### config.mk
export PLATFORM = sky130hd
export DESIGN_NAME = sequence_counter
export DESIGN_NICKNAME = d
export VERILOG_FILES = /design/src/rtl/sc_pkg.sv /design/src/rtl/sc_decoder.sv /design/src/rtl/sequence_counter.sv
export SDC_FILE = /design/constraint.sdc
export NUM_CORES = 1
export LEC_CHECK = 0
export ABC_AREA = 1
export CAP_MARGIN = 20
export CELL_PAD_IN_SITES_DETAIL_PLACEMENT = 1
export CELL_PAD_IN_SITES_GLOBAL_PLACEMENT = 2
export CORE_MARGIN = 10
export CORE_UTILIZATION = 21
export DETAILED_ROUTE_END_ITERATION = 8
export DONT_BUFFER_PORTS = 1
export GPL_TIMING_DRIVEN = 0
export HOLD_SLACK_MARGIN = 0.1
export PLACE_DENSITY_LB_ADDON = 0.1
export SYNTH_ARGS = -nofsm -noshare
export SYNTH_HDL_FRONTEND = slang
export SYNTH_HIERARCHICAL = 1
export SYNTH_SLANG_ARGS = --single-unit
### constraint.sdc
create_clock -name clk -period 1.1 [get_ports clk]
set_clock_uncertainty 0.2 [all_clocks]
set_input_delay 0.11 -clock clk [delete_from_list [all_inputs] [get_ports clk]]
set_output_delay 0.11 -clock clk [all_outputs]
set_load 0.005 [all_outputs]
### src/rtl/sc_pkg.sv
// Shared constants and helpers for the basic-computer sequence counter.
// The counter width fixes the number of one-hot timing outputs (T_W = 2**CNT_W).
package sc_pkg;

    localparam int CNT_W = 4;
    localparam int T_W   = 16;

    localparam logic [CNT_W-1:0] SC_RESET_VAL = '0;

    // Reference decode of a count into its one-hot timing word.
    function automatic logic [T_W-1:0] onehot_decode(input logic [CNT_W-1:0] count);
        logic [T_W-1:0] w_t;
        w_t        = '0;
        w_t[count] = 1'b1;
        return w_t;
    endfunction

endpackage

### src/rtl/sc_decoder.sv
// Combinational CNT_W -> 2**CNT_W one-hot decoder producing the timing signals.
// Each output bit is an independent equality compare, so the width scales with CNT_W.
module sc_decoder #(
    parameter int CNT_W = 4,
    parameter int T_W   = 2**CNT_W
) (
    input  logic [CNT_W-1:0] i_count,
    output logic [T_W-1:0]   o_t
);

    for (genvar k = 0; k < T_W; k++) begin : g_dec
        assign o_t[k] = (i_count == CNT_W'(k));
    end

endmodule

### src/rtl/sequence_counter.sv
// Sequence counter stepping the controller through T0..T15 of each instruction.
// CLR returns to T0 and beats INR; the count wraps modulo 2**CNT_W with no flag.
module sequence_counter #(
    parameter int CNT_W = sc_pkg::CNT_W,
    parameter int T_W   = sc_pkg::T_W
) (
    input  logic             clk,
    input  logic             rst_n,
    input  logic             CLR,
    input  logic             INR,
    output logic [CNT_W-1:0] SC_VAL,
    output logic [T_W-1:0]   T
);

    import sc_pkg::SC_RESET_VAL;

    if (T_W != 2**CNT_W) begin : g_width_check
        $error("sequence_counter: T_W must equal 2**CNT_W");
    end

    logic [CNT_W-1:0] r_sc;
    logic [T_W-1:0]   w_t;

    // NOTE: sequential state uses non-blocking assignments so every flop
    // samples the pre-edge value of r_sc regardless of block ordering.
    always_ff @(posedge clk or negedge rst_n) begin
        if (!rst_n) begin
            r_sc <= CNT_W'(SC_RESET_VAL);
        end else if (CLR) begin
            r_sc <= CNT_W'(SC_RESET_VAL);
        end else if (INR) begin
            r_sc <= r_sc + CNT_W'(1);
        end
    end

    sc_decoder #(
        .CNT_W (CNT_W),
        .T_W   (T_W)
    ) u_decoder (
        .i_count (r_sc),
        .o_t     (w_t)
    );

    assign SC_VAL = r_sc;
    assign T      = w_t;

endmodule

== Yosys cells after proc, flatten, opt, wreduce, memory -nomap -nowiden ==
Index checks and enable logic that the tools add are counted.
Widths: inputs -> output; s select.
Cells by class
  equality and inequality tests: 15
  $add $sub $neg: 1
  reduce and logical (&&, ||, !) cells: 2
  mux-type cells: 2
Operators with widths (count)
  $eq 4x4->1 const B: 8
  $eq 4x3->1 const B: 4
  $eq 4x2->1 const B: 2
  $mux 4: 2
  $add 4x1->4 const B: 1
  $eq 4x1->1 const B: 1
  $logic_not 4->1: 1
  $reduce_bool 2->1: 1
Word-level totals
  register bits after elaboration: 4
  input bits: 4

== Depth between registers and ports, before layout ==
Gate-level depths: netlist (run 1).
  depth after elaboration: 3
  mapped depth: 5
  depth with buffers taken out: 5

== Cells and area by module ==
The synthesis (run 1) kept the hierarchy.
By module, submodules not included
  sequence_counter: cells each 24, instances 1, area each 201.4 µm²
  sc_decoder: cells each 28, instances 1, area each 105.1 µm²

== Worst setup path before layout (run 1) ==
No wires, ideal clock.
  path type: reg2reg
  from: register r_sc[0] (netlist: SC_VAL[0])
  to: register r_sc[1] (netlist: SC_VAL[1])
  arrival: 838 ps
  buffers on the path: 0
  setup time: 117 ps
  cell stages (with the launch flop): 4
  slack: -55 ps
  clock period less this slack: 1155 ps
  cells stage by stage: dfrtp_1 -> ha_1 -> nand3_1 -> nand2_1
Between the ends
  cells in the longest elaborated chain, start to end: 3
Ends and longest elaborated chain
  start: declaration: RTL line sequence_counter.sv:21  | logic [CNT_W-1:0] r_sc;
  start signal: assignment: RTL line sequence_counter.sv:28  | r_sc <= CNT_W'(SC_RESET_VAL);
  start signal: assignment: RTL line sequence_counter.sv:30  | r_sc <= CNT_W'(SC_RESET_VAL);
  start signal: assignment: RTL line sequence_counter.sv:32  | r_sc <= r_sc + CNT_W'(1);
  $add 4x1->4: RTL line sequence_counter.sv:32
  $mux 4: RTL line sequence_counter.sv:31  | end else if (INR) begin
  $mux 4: RTL line sequence_counter.sv:29  | end else if (CLR) begin
No other way between the ends. The select of a mux whose other input is x is not followed.
A chain may end at the register's enable or synchronous reset.

== Worst setup path in the final report (run 1) ==
  from: register r_sc[1] (netlist: SC_VAL[1])
  to: output port T[5]
Between the ends
  cells in the longest elaborated chain, start to end: 1
Ends and longest elaborated chain
  $eq 4x3->1: RTL line sc_decoder.sv:12  | assign o_t[k] = (i_count == CNT_W'(k));
  end: declaration: RTL line sequence_counter.sv:12  | output logic [T_W-1:0] T
No other way between the ends.

==> qor.yml, run 1 <==
status: "finished, violations left"
violations: "hold timing, setup timing"
holdWs_ns: -0.0432
worstMarginPinSlew_ns: 0.244
yosysTopAreaCellShare: 0.327
setup_ws_ns: -0.269
max_freq_mhz: 731
crit_slowest_cell: "dfrtp_2"
die_height_um: 58.2
synth-compound-area-share: 0.0490
critPathKind: "flop to output pin"
synth_xor_xnor_area_share: 0
p_per_area_nw_per_um2: 1710
wl_per_cell_um: 16.8
syn_area_um2: 307
tritoncts: "built"
synth_seq_cells: 4
diodes: 0
wirelength_mm: 1.23
end_kind: "output pin"
clockBufferDepth: 2
p_leak_nw: 0.215
synth_mux_area_frac: 0
gp_congestion: 0.784
cts.clk_slew.worst_paths_ns: 0.04
cp_data_required_time_ns: 0.79
drt_iter0_markers: 3
cts_setup_buffers: 0
start_util: 0.230
dp_hpwl_um: 984
final_area_um2: 536
antenna_found_initial: 0
peakVddDrop_mv: 0.713
vias_per_cell: 5.07
io_buffers: 0
cts-root-buf: "clkbuf_4"
syn_to_final_growth_pct: 74.7
synth_fa_ha_area_frac: 0.0408
grt_pass1_vias: 413
period_share: 1.24
finalHoldViolations: 4
yosysSeqAreaShare: 0.327
cts_buffers: 3
setup_viol: 19
startpoint_type: "flop"
grt_usage: 0.0701
slew_violations: 0
grt_max_degree: 8
num_rows: 13
netlist_instances: 52
first_pass_iters: 4
hold_buffers: 3
dieArea_um2: 3390
avgSynthCellArea_um2: 5.90
yosys.area_share.simple: 0.498
io_pins: 24
worstPathArrival_ns: 1.06
grt_pass1_wl_mm: 1.92
cap_violations: 0
drc_errors: 0
cp_cell_sequence: "inv_4 > nand2_4 > nor2_4"
clk_latency_ns: 0.23
cts_max_level: 1
hold_path_class: "input pin to async pin"
die_w_um: 58.2
ys_top_cells_by_area: "dfrtp_1 33%, nor2_1 23%, nand2_1 16%"
yosys_warnings: 6
rsz0062_at_grt: "true"
yosysTopAreaCell: "dfrtp_1"
synth_fp_nets: 57
cts.sinks: 4
fin_util: 0.402
final_nets: 65
fin_crit_ns: 1.37
placed_area_um2: 328
relSlewSlack: 0.837
overflow: 0
setup_tns_ns: -4.29
ant_nets: 0
num_vias: 370
core-area_um2: 1330
synth_top_family_by_area: "simple AND/OR/NAND/NOR gates"
pre_cts_slack_ns: -0.177
drive_above_1_share: 0.672
path_max_fanout: 7
ys_types: 9
critical_path.max_stage_delay_ns: 0.49
largest_reg_flops: 4
-- path summary, 6_finish.rpt --
| path | startpoint | endpoint | slack [ns] | cells past startpoint |
|---|---|---|---|---|
| worst max-delay path | SC_VAL[1]$_DFFE_PN0P_ | T[5] | -0.27 | 3 |
| worst min-delay path | rst_n | SC_VAL[3]$_DFFE_PN0P_ | -0.04 | 1 |
| worst max register to register | SC_VAL[0]$_DFFE_PN0P_ | SC_VAL[1]$_DFFE_PN0P_ | -0.16 | 3 |
| worst min register to register | SC_VAL[1]$_DFFE_PN0P_ | SC_VAL[1]$_DFFE_PN0P_ | 0.47 | 2 |
| max in group asynchronous | rst_n | SC_VAL[1]$_DFFE_PN0P_ | 0.54 | 1 |
| min in group clk | CLR | SC_VAL[1]$_DFFE_PN0P_ | 0.11 | 4 |
-- per-layer routing --
layer / track usage / share of wire
met1: 0.0569 / 0.33
met2: 0.129 / 0.53
met3: 0.0588 / 0.14
met4: 0.0101 / 0
met5: 0 / 0
-- where the power goes --
| group | internal [W] | leakage [nW] | total (W) | switching [W] |
|---|---|---|---|---|
| clock | 0.000122 | 0.0138 | 0.000181 | 0.0000589 |
| combinational | 0.000150 | 0.153 | 0.000443 | 0.000293 |
| sequential | 0.000183 | 0.0476 | 0.000294 | 0.000111 |
| total | 0.000455 | 0.215 | 0.000918 | 0.000463 |
-- cell usage after synthesis --
| library cell | instances |
|---|---|
| a21oi_1 | 3 |
| dfrtp_1 | 4 |
| ha_1 | 1 |
| inv_1 | 7 |
| nand2_1 | 13 |
| nand3_1 | 3 |
| nor2_1 | 19 |
| nor2_2 | 1 |
| nor2_4 | 1 |
-- placed cells by master (no fill, tap or decap) --
cell             n
dlymetal6s4s_1   2
clkbuf_4         3
nand2_2          2
nor2_1           3
dfrtp_2          4
dlygate4sd3_1    1
ha_2             1
a21oi_1          3
nor2_2           8
nand3_1          3
nor2_4          10
inv_2            1
nand2_4          6
inv_4            4
nand2_1          5
inv_1            2
-- critical path, delay by kind of cell, from the launching register on --
family	cells	cell delay (ns)
buf+inv	1	0.11
flops	1	0.49
simple gates	2	0.23
-- repair_timing --
action                                 in CTS  in global routing
resized for setup                          41                 13
endpoints found under the hold margin       8                  4
pin swaps                                   9                  2
setup endpoints to repair                  20                 20
cloned                                      0                  0
-- per-stage QoR --
stage	std cells	total power [W]
after floorplan	52	0.000417
after global placement	67	0.000476
after detailed placement	67	0.000495
final	73	0.000918
after CTS	73	0.000845
after global routing	73	0.000991
-- cell families after synthesis --
group,after synthesis
AND/OR/NAND/NOR,37
buffers and inverters,7
flip-flops,4
AO/OA/AOI/OAI,3
adder cells (fa/ha/maj),1
-- area by class of cell --
| cell class | count | area [um^2] |
|---|---|---|
| multi-input combinational | 41 | 318 |
| timing repair buffer | 3 | 35.0 |
| inverter | 7 | 36.3 |
| sequential | 4 | 105 |
| clock buffer | 3 | 22.5 |
| tap | 15 | 18.8 |
| fill | 168 | 798 |
No activity file was read; power rests on OpenSTA's default activity.
==> run 2, diff against run 1 <==
- CORE_UTILIZATION: 21 -> 22
- CTS_CLUSTER_DIAMETER: not set -> 40
- SYNTH_HIERARCHICAL: 1 -> not set
==> qor.yml, run 2 <==
ys_top_cells_by_count: "18 x nor2_1, 10 x inv_1, 9 x nand2_1, 4 x dfrtp_1, 4 x ha_1"  # was 19 x nor2_1, 13 x nand2_1, 7 x inv_1, 4 x dfrtp_1
gp_congestion: 0.753  # was 0.784
synth-async-reset-ratio: 1.00  # unchanged
synth-compound-area-share: 0.0595  # was 0.0490
drive_above_1_share: 0.774  # was 0.672
cp_data_required_time_ns: 0.79  # about the same
netlist_instances: 53  # was 52
cap_violations: 0  # unchanged
relSlewSlack: 0.831  # was 0.837
critical_path.max_stage_delay_ns: 0.48  # was 0.49 ns
antenna_found_initial: 0  # unchanged
drt_iter0_markers: 1  # was 3
synthMostInstantiatedCell: "nor2_1"  # unchanged
synth_top_family_by_area: "simple AND/OR/NAND/NOR gates"  # unchanged
startpoint_type: "flop"  # unchanged
peakVddDrop_mv: 0.872  # was 0.713 mV
cts-root-buf: "clkbuf_4"  # unchanged
holdWs_ns: -0.0510  # was -0.0432 ns
final_nets: 72  # was 65
setup_ws_ns: -0.328  # was -0.269 ns
layoutNonFillerInstCount: 78  # was 73
p_per_area_nw_per_um2: 1670  # was 1710 nW/um^2
grt_usage: 0.0729  # was 0.0701
ys_top_cells_by_area: "dfrtp_1 30%, nor2_1 20%, ha_1 15%"  # was dfrtp_1 33%, nor2_1 23%, nand2_1 16%
cp-startpoint: "SC_VAL[0]$_DFFE_PN0P_"  # was SC_VAL[1]$_DFFE_PN0P_
hold_buffers: 4  # was 3
clockBufferDepth: 2  # unchanged
first_pass_iters: 2  # was 4
slew_violations: 0  # unchanged
clk_latency_ns: 0.23  # about the same
vias_per_cell: 4.82  # was 5.07
syn_area_um2: 337  # was 307 um^2
cp_cell_sequence: "inv_4 > ha_4 > inv_6 > nor2_4"  # was inv_4 > nand2_4 > nor2_4
largest_reg_flops: 4  # unchanged
dp_hpwl_mm: 1.06  # was 984 um
syn_to_final_growth_pct: 105  # was 74.7%
worstSetupEndpoint: "T[14]"  # was T[5]
synth_fa_ha_area_frac: 0.149  # was 0.0408
drc_errors: 0  # unchanged
synth_edf_count: 0  # unchanged
setup_viol: 20  # was 19
r2r_slack_ns: -0.23  # was -0.16 ns
finalHoldViolations: 4  # unchanged
rsz0062_at_grt: "true"  # unchanged
die_height_um: 59.1  # was 58.2 um
dp.cells: 69  # was 67
p_leak_nw: 0.237  # was 0.215 nW
num_vias: 376  # was 370
yosysTopAreaCell: "dfrtp_1"  # unchanged
period_share: 1.30  # was 1.24
power.total_w: 0.00115  # was 0.000918 W
path_max_fanout: 5  # was 7
synth_fp_nets: 61  # was 57
status: "finished, violations left"  # unchanged
wirelength_mm: 1.20  # was 1.23 mm
avgSynthCellArea_um2: 6.35  # was 5.90 um^2
cts.clk_slew.worst_paths_ns: 0.04  # about the same
overflow: 0  # unchanged
io_pins: 24  # unchanged
worstReg2RegEnd: "SC_VAL[2]$_DFFE_PN0P_"  # was SC_VAL[1]$_DFFE_PN0P_
dieArea_um2: 3490  # was 3390 um^2
ys_types: 10  # was 9
cts_buffers: 3  # unchanged
grt_max_degree: 7  # was 8
hold_path_class: "input pin to async pin"  # unchanged
worstMarginPinSlew_ns: 0.252  # was 0.244 ns
grt_pass1_vias: 442  # was 413
yosysSeqAreaShare: 0.297  # was 0.327
synth_seq_cells: 4  # unchanged
end_kind: "output pin"  # unchanged
crit_slowest_cell: "dfrtp_2"  # unchanged
die_w_um: 59.1  # was 58.2 um
num_rows: 14  # was 13
fin_crit_ns: 1.43  # was 1.37 ns
tritoncts: "built"  # unchanged
synth_xor_xnor_area_share: 0  # unchanged
max_freq_mhz: 700  # was 731 MHz
critPathKind: "flop to output pin"  # unchanged
worstPathArrival_ns: 1.12  # was 1.06 ns
io_buffers: 0  # unchanged
diodes: 0  # unchanged
grt_pass1_wl_mm: 2.05  # was 1.92 mm
reg2regPathDepth: 5  # was 3
synth_mux_area_frac: 0  # unchanged
cts.sinks: 4  # unchanged
layout_commonest_cell: "nor2_4"  # unchanged
violations: "hold timing, setup timing"  # unchanged
yosys_warnings: 0  # was 6
r2r-start: "SC_VAL[1]$_DFFE_PN0P_"  # was SC_VAL[0]$_DFFE_PN0P_
core-area_um2: 1470  # was 1330 um^2
cts_max_level: 1  # unchanged
yosys.area_share.simple: 0.383  # was 0.498
start_util: 0.229  # was 0.230
wl_per_cell_um: 15.3  # was 16.8 um
yosysTopAreaCellShare: 0.297  # was 0.327
ant_nets: 0  # unchanged
synthFlopType: "dfrtp_1"  # unchanged
[run 2: critical path, delay by kind of cell (launching register included)]
| family | cells | cell delay, ns |
|---|---|---|
| flops | 1 | 0.48 |
| fa+ha+maj | 1 | 0.15 |
| buf+inv | 2 | 0.16 |
| simple gates | 1 | 0.08 |
[run 2: cell families (layout without fill, tap and decap cells)]
| group | Yosys count | count (layout) |
|---|---|---|
| AOI/OAI and AO/OA | 4 | 4 |
| adders and majority gates | 4 | 4 |
| buffers and inverters | 10 | 19 |
| DFF | 4 | 4 |
| and+or+nand+nor | 31 | 31 |
[run 2: final cells by class]
class | count | area, um^2
fillers | 169 | 781
multi-input cells | 39 | 415
flip-flops and latches | 4 | 105
inverters | 10 | 67.6
repair buffers | 6 | 60.1
clock buffers | 3 | 22.5
well taps | 16 | 20.0
[run 2: worst min-delay path by stage]
stage                     start               endpoint  cells after the start
after global routing      rst_n  SC_VAL[0]$_DFFE_PN0P_                      1
after detailed placement  rst_n  SC_VAL[0]$_DFFE_PN0P_                      0
after floorplan           rst_n  SC_VAL[0]$_DFFE_PN0P_                      0
final                     rst_n  SC_VAL[0]$_DFFE_PN0P_                      1
after global placement    rst_n  SC_VAL[1]$_DFFE_PN0P_                      0
after CTS                   CLR  SC_VAL[1]$_DFFE_PN0P_                      4
[run 2: layer usage]
layer  routed length (um)  GRT usage  vias to the layer above
li1                     -          -                      179
met1                  397     0.0649                      175
met2                  626      0.128                       22
met3                  174     0.0472                        0
met4                    0     0.0295                        0
met5                    0          0                        -
[run 2: what timing repair did]
| action | 4_1_cts | 5_1_grt |
|---|---|---|
| hold endpoints to repair | 8 | 4 |
| setup endpoints to repair | 19 | 24 |
| gates resized for setup | 52 | 8 |
| setup buffers | 3 | 0 |
| pin swaps | 12 | 1 |
[run 2: metrics by stage]
stage	setup TNS (ns)	instance area [um^2]	hold WS [ns]	setup WS [ns]	utilization
finish	-5.61	691	-0.0510	-0.328	0.469
global route	-6.77	691	-0.0461	-0.391	0.469
CTS	-5.97	671	0.438	-0.342	0.456
detailed placement	-2.87	399	-0.385	-0.228	0.271
global placement	-2.54	399	-0.385	-0.179	0.271
floorplan	-0.517	379	-0.386	-0.0690	-
[run 2: where the power goes]
| part | total [W] | switching [W] | internal [W] |
|---|---|---|---|
| clock | 0.000180 | 0.0000579 | 0.000122 |
| combinational | 0.000693 | 0.000408 | 0.000285 |
| sequential | 0.000282 | 0.0000992 | 0.000183 |
